$ cat config.mk
export PLATFORM = sky130hd
export DESIGN_NAME = dual_req_scheduler
export DESIGN_NICKNAME = d
export VERILOG_FILES = /design/src/rtl/dual_req_scheduler.sv
export SDC_FILE = /design/constraint.sdc
export NUM_CORES = 1
export LEC_CHECK = 0
export ABC_AREA = 1
export BUFFER_PORTS_ARGS = -buffer_cell sky130_fd_sc_hd__buf_2
export CORE_MARGIN = 2
export CORE_UTILIZATION = 53
export DETAILED_ROUTE_END_ITERATION = 10
export PLACE_DENSITY = 0.82
export SYNTH_ARGS = -nofsm -noshare
export SYNTH_HDL_FRONTEND = slang
export SYNTH_SLANG_ARGS = --single-unit
$ cat constraint.sdc
create_clock -name clk -period 2.2 [get_ports clk]
set_clock_uncertainty 0.2 [all_clocks]
set_input_delay 0 -clock clk [delete_from_list [all_inputs] [get_ports clk]]
set_output_delay 0 -clock clk [all_outputs]
set_load 0.1 [all_outputs]
$ cat src/rtl/dual_req_scheduler.sv
// Request-holding and two-slot grant stage around an external dual priority decoder.
// Pending requests feed the decoder; its top two indices are loaded into valid/ready grant slots.
module dual_req_scheduler #(
    parameter  int N  = 4,
    localparam int IW = $clog2(N)
) (
    input  logic          clk,
    input  logic          rst_n,
    input  logic [N-1:0]  req_set,
    output logic [N-1:0]  pend,
    input  logic [IW-1:0] dec_idx1,
    input  logic          dec_v1,
    input  logic [IW-1:0] dec_idx2,
    input  logic          dec_v2,
    output logic          g1_valid,
    output logic [IW-1:0] g1_idx,
    input  logic          g1_ready,
    output logic          g2_valid,
    output logic [IW-1:0] g2_idx,
    input  logic          g2_ready,
    output logic          idle
);

    typedef enum logic {
        SLOT_EMPTY = 1'b0,
        SLOT_FULL  = 1'b1
    } slot_state_t;

    slot_state_t   slot1_st;
    slot_state_t   slot2_st;
    logic [N-1:0]  pending;
    logic [N-1:0]  inflight;

    logic          free1;
    logic          free2;
    logic          accept1;
    logic          accept2;
    logic          load1;
    logic          load2;
    logic [IW-1:0] load1_idx;
    logic [IW-1:0] load2_idx;
    logic [N-1:0]  load_mask;
    logic [N-1:0]  accept_mask;

    function automatic logic [N-1:0] onehot(input logic [IW-1:0] i);
        logic [N-1:0] oh;
        for (int k = 0; k < N; k++) begin
            oh[k] = (i == IW'(k));
        end
        return oh;
    endfunction

    assign g1_valid = (slot1_st == SLOT_FULL);
    assign g2_valid = (slot2_st == SLOT_FULL);

    // In-flight indices are hidden from the decoder so no index can occupy both slots.
    assign pend = pending & ~inflight;
    assign idle = (pending == '0) && !g1_valid && !g2_valid;

    assign accept1 = g1_valid && g1_ready;
    assign accept2 = g2_valid && g2_ready;
    assign free1   = !g1_valid || g1_ready;
    assign free2   = !g2_valid || g2_ready;

    // NOTE: every output of this block gets a default first, so no latch is inferred.
    always_comb begin
        load1     = 1'b0;
        load2     = 1'b0;
        load1_idx = dec_idx1;
        load2_idx = dec_idx2;
        if (free1 && free2) begin
            load1 = dec_v1;
            load2 = dec_v2;
        end else if (free1) begin
            load1 = dec_v1;
        end else if (free2) begin
            // Only slot 2 can take a grant: it gets the highest-priority candidate.
            load2     = dec_v1;
            load2_idx = dec_idx1;
        end
    end

    always_comb begin
        load_mask   = '0;
        accept_mask = '0;
        if (load1)   load_mask   = load_mask   | onehot(load1_idx);
        if (load2)   load_mask   = load_mask   | onehot(load2_idx);
        if (accept1) accept_mask = accept_mask | onehot(g1_idx);
        if (accept2) accept_mask = accept_mask | onehot(g2_idx);
    end

    // NOTE: all state registers use non-blocking assignments so every update sees pre-edge values.
    always_ff @(posedge clk) begin
        if (!rst_n) begin
            pending  <= '0;
            inflight <= '0;
            slot1_st <= SLOT_EMPTY;
            slot2_st <= SLOT_EMPTY;
            g1_idx   <= '0;
            g2_idx   <= '0;
        end else begin
            // A same-cycle request wins over the clear caused by loading that index.
            pending  <= (pending & ~load_mask) | req_set;
            inflight <= (inflight & ~accept_mask) | load_mask;

            if (load1) begin
                slot1_st <= SLOT_FULL;
                g1_idx   <= load1_idx;
            end else if (accept1) begin
                slot1_st <= SLOT_EMPTY;
            end

            if (load2) begin
                slot2_st <= SLOT_FULL;
                g2_idx   <= load2_idx;
            end else if (accept2) begin
                slot2_st <= SLOT_EMPTY;
            end
        end
    end

endmodule

======== After elaboration in Yosys (flattened, before gate mapping) ========
Index checks and enable logic that the tools add are counted.
word-level totals
  register bits ........................... 14
  output and inout port bits .............. 11
  word-level logic and storage cells ...... 60
operators by class
  equal/unequal tests ..................... 12
  multiplexer cells ....................... 16
  bitwise gates (word level) .............. 10
  reductions and logical operators ........ 16
operator list
  cell                  count
  $eq A2 B2 Y1 const B  8
  $mux W4               4
  $or A4 B4 Y4          4
  $and A4 B4 Y4         3
  $not A4 Y4            3
  $mux W1               9
  $eq A2 B1 Y1 const B  4
  $logic_not A2 Y1      4
  $mux W2               3
  $logic_and A1 B1 Y1   5
  $logic_not A4 Y1      1
  $reduce_bool A2 Y1    2
  $logic_not A1 Y1      2
  $logic_or A1 B1 Y1    2

======== Depth between registers and ports, before layout ========
  depth after elaboration ................. 11
  mapped depth ............................ 9
  mapped depth without buffers ............ 9

======== Worst setup path before layout ========
No wires, ideal clock.
  kind .................................... register -> output
  from .................................... register slot2_st, in the netlist g2_valid
  to ...................................... output port idle
  data arrival time ....................... 2.897 ns
  data required time ...................... 2.000 ns
  path slack .............................. -0.897 ns
  stages on the path, launching flop included .. 2
  path buffers ............................ 0
  cell sequence ........................... dfxtp_1 nor3_1
on the way
  word-level cells in the longest chain between the ends .. 2
RTL lines
  item                    RTL line  text
  start, declared         30        slot_state_t slot2_st;
  start signal, assigned  98        slot2_st <= SLOT_EMPTY;
  start signal, assigned  114       slot2_st <= SLOT_FULL;
  start signal, assigned  117       slot2_st <= SLOT_EMPTY;
  $logic_not A1 Y1        58        assign idle = (pending == '0) && !g1_valid && !g2_valid;
  $logic_and A1 B1 Y1     58
  end, declared           21        output logic idle
No other way between the ends.

======== Final worst setup path ========
  from .................................... register slot1_st, in the netlist g1_valid
  to ...................................... register pending[1]
on the way
  word-level cells in the longest chain between the ends .. 10
RTL lines
  item                                            RTL line  text
  start, declared                                 29        slot_state_t slot1_st;
  start signal, assigned                          97        slot1_st <= SLOT_EMPTY;
  start signal, assigned                          107       slot1_st <= SLOT_FULL;
  start signal, assigned                          110       slot1_st <= SLOT_EMPTY;
  $logic_not A1 Y1 (*)                            62        assign free1 = !g1_valid || g1_ready;
  $logic_or A1 B1 Y1 (*)                          62
  $mux W2, or another cell as far along           74        end else if (free1) begin
  $mux W2 / $mux W1 (equally long branches)       71        if (free1 && free2) begin
  $eq A2 B1 Y1 / $mux W4 (equally long branches)  48, 86
  $or A4 B4 Y4                                    87        if (load2) load_mask = load_mask | onehot(load2_idx);
  $mux W4 (*)                                     87
  $not A4 Y4 (*)                                  103       pending <= (pending & ~load_mask) | req_set;
  $and A4 B4 Y4 (*)                               103
  $or A4 B4 Y4 (*)                                103
  end signal, assigned                            103
  end, declared                                   31        logic [N-1:0] pending;
Mark *: on every way between the ends. The rest lies on a longest branch, timed or not.
A chain may end at the register's enable or synchronous reset.

==> impl_metrics.py <==
metrics = {
    "critical_path": {
        "end_kind": "flop",
        "path_cells": "inv_2, nor2_8, nand3_2, nand2_4, nand3_2, nand3_2, a21oi_1, dlygate4sd3_1",
        "r2r_end": "pending[1]",
        "r2r_cells": 8,
        "required_ps": 2170,
        "startpoint_type": "flop",
        "slowest_stage": "dlygate4sd3_1",
        "cpPeakStageDelay_ps": 560,
        "timing.critical_path.mode_cell": "nand3_2",
        "r2r-start": "g1_valid",
        "arrival_ps": 2060,
        "rrSetupSlack_ps": 120,
        "critPathMaxFanout": 7,
        "timing_worst_setup_path_type": "reg -> reg",
    },
    "route": {
        "drtIter0Drc": 22,
        "viasPerCell": 5.17,
        "first_pass_iters": 4,
        "ant_nets": 0,
        "vias": 920,
        "routedWlPerCell_um": 12.6,
        "drc_errors": 0,
        "wl_mm": 2.25,
    },
    "sta": {
        "fin_ws_ps": 117,
        "rsz0062_at_grt": "false",
        "finalSetupViolCount": 0,
        "setup_tns_ps": 0,
        "whs_ps": 337,
        "min_period_ps": 2080,
        "max_slew_margin": 0.669,
        "max_slew.worst_pin.slew_ps": 500,
        "fin_crit_sh": 0.947,
        "fmax_ghz": 0.480,
        "drv_slew": 0,
        "final_hold_viol_count": 0,
    },
    "clock_tree": {
        "cts_buffers": 3,
        "htree_num_levels": 1,
        "post_cts_buffers": 0,
        "tritoncts": "yes",
        "insertion_delay_ps": 290,
        "clock_path_buffers": 2,
        "clk_pin_slew_ps": 90,
        "root_buffer": "clkbuf_4",
        "clock_sinks": 14,
    },
    "place": {
        "dp_hpwl_mm": 1.55,
        "gp_congestion": 0.906,
        "port_buffers": 24,
        "dp_slack_ps": 697,
    },
    "final_layout": {
        "final_cell_mix": "inv_1 (27), buf_2 (24), nand3_1 (22)",
        "multi_input_area_um2": 473,
        "final_common_cell": "inv_1",
        "fillCellCount": 117,
        "regArea_um2": 280,
        "final_nets": 178,
        "syn_to_final_growth_pct": 41.6,
        "drive_gt1_frac": 0.327,
        "n_antenna_cell": 0,
    },
    "global_route": {
        "grt_pass1_wl_mm": 3.77,
        "grt_pass1_vias": 936,
        "antenna_found_initial": 0,
        "grt_overflow_total": 0,
        "grt_use_total": 0.265,
        "grt_max_degree": 9,
    },
    "floorplanning": {
        "start_util": 0.565,
        "rows": 14,
        "core_um2": 1510,
        "die_area_um2": 1940,
        "die_y_um": 44.1,
        "io_pins": 25,
        "dieWidth_um": 44.1,
    },
    "hold_path": {
        "worstHoldStart": "g2_idx[0]",
        "hold-path-cell-count": 2,
        "hold_path.class": "reg -> reg",
        "min_to": "g2_idx[0]",
    },
    "outcome": {
        "status": "completed",
    },
    "pwr": {
        "vdd_drop_max_uv": 386,
        "switching_share": 0.435,
        "clock_power_share": 0.202,
        "power_density_nw_per_um2": 618,
        "seq_power_share": 0.395,
        "switchingPower_mw": 0.324,
        "power_leakage_nw": 0.648,
        "pwr-share-comb": 0.403,
        "p_int_mw": 0.421,
    },
    "synthesis": {
        "syn_area_per_cell_um2": 7.27,
        "synth_area_um2": 851,
        "yosysWarnings": 0,
        "ys_types": 17,
        "ys_ff_latch": 14,
        "syn-num-nets": 131,
        "ys_seq_area_frac": 0.329,
        "syn_inst": 117,
    },
    "flow_run": {
        "cap_violations": 0,
    },
}
==> Yosys cell counts <==
cell type  instances  area (um2)
nor2_8             1        20.0
inv_2              2        7.51
o21ai_1            1        5.00
o21ai_0            2        10.0
nand3_1           22         110
nor2_1             4        15.0
nand2_4            3        33.8
nand2_1           10        37.5
nand3_2           10         100
nor3_1             1        5.00
inv_1             27         101
a21oi_1            9        45.0
nor2_4             2        22.5
nand4_1            1        6.26
dfxtp_1           14         280
nand2_2            7        43.8
a211oi_1           1        7.51
==> power by group through the flow <==
stage	Clock (mW)	Sequential (mW)	Combinational, mW
finish	0.151	0.294	0.300
global route	0.162	0.297	0.318
CTS	0.148	0.294	0.297
detailed placement	0	0.300	0.269
global placement	0	0.299	0.265
floorplan	0	0.363	0.153
==> how the worst max path moves through the flow <==
stage / slack [ps] / to / cells after the start / startpoint
2_1_floorplan: 80 / g2_idx[0] / 7 / g1_valid
3_3_place_gp: 750 / g2_idx[0] / 7 / g1_valid
3_5_place_dp: 700 / g2_idx[0] / 7 / g1_valid
4_1_cts: 140 / pending[1] / 8 / g1_valid
5_1_grt: 9 / pending[1] / 8 / g1_valid
6_report: 120 / pending[1] / 8 / g1_valid
==> routing by layer <==
| layer | GRT usage | wire length [um] | vias to the layer above |
|---|---|---|---|
| li1 | - | - | 462 |
| met3 | 0.0571 | 165 | 7 |
| met1 | 0.304 | 916 | 413 |
| met5 | 0 | 0 | - |
| met2 | 0.459 | 1120 | 38 |
| met4 | 0.139 | 48 | 0 |
==> timing repair <==
action	4_1_cts	5_1_grt
hold endpoints to repair	14	0
gates resized for setup	0	0
hold buffers	18	0
endpoints found under the setup margin	0	0
==> critical path: cells and delay by family (launching register included) <==
family / cells / cell delay [ps]
buf+inv: 2 / 660
simple gates: 5 / 590
compound gates: 1 / 50
flops: 1 / 470
==> cells by family after synthesis <==
group / after synthesis / share of synthesized area
AO/OA/AOI/OAI: 13 / 0.0794
flip-flops: 14 / 0.329
AND/OR/NAND/NOR: 61 / 0.463
buffers and inverters: 29 / 0.128
==> state kept, by name, summed over array words and instances, names as in the netlist <==
| signal | cells |
|---|---|
| g1_idx | 2 |
| g1_valid | 1 |
| g2_idx | 2 |
| g2_valid | 1 |
| inflight | 4 |
| pending | 4 |
==> final cells by class <==
type / count / area share
inverters: 29 / 0.0903
repair buffers: 42 / 0.249
well taps: 16 / 0.0166
clock buffers: 3 / 0.0187
multi-input cells: 74 / 0.393
flip-flops and latches: 14 / 0.233
==> stage by stage <==
| stage | std cells | cell area [um2] | total power [mW] | utilization |
|---|---|---|---|---|
| 4_1_cts | 178 | 1200 | 0.739 | 0.800 |
| 3_3_place_gp | 157 | 1000 | 0.564 | 0.665 |
| 2_1_floorplan | 117 | 862 | 0.515 | - |
| 3_5_place_dp | 157 | 1000 | 0.569 | 0.665 |
| 5_1_grt | 178 | 1200 | 0.778 | 0.800 |
| 6_report | 178 | 1200 | 0.745 | 0.800 |
Note: power is estimated with default switching activity, not from simulation.
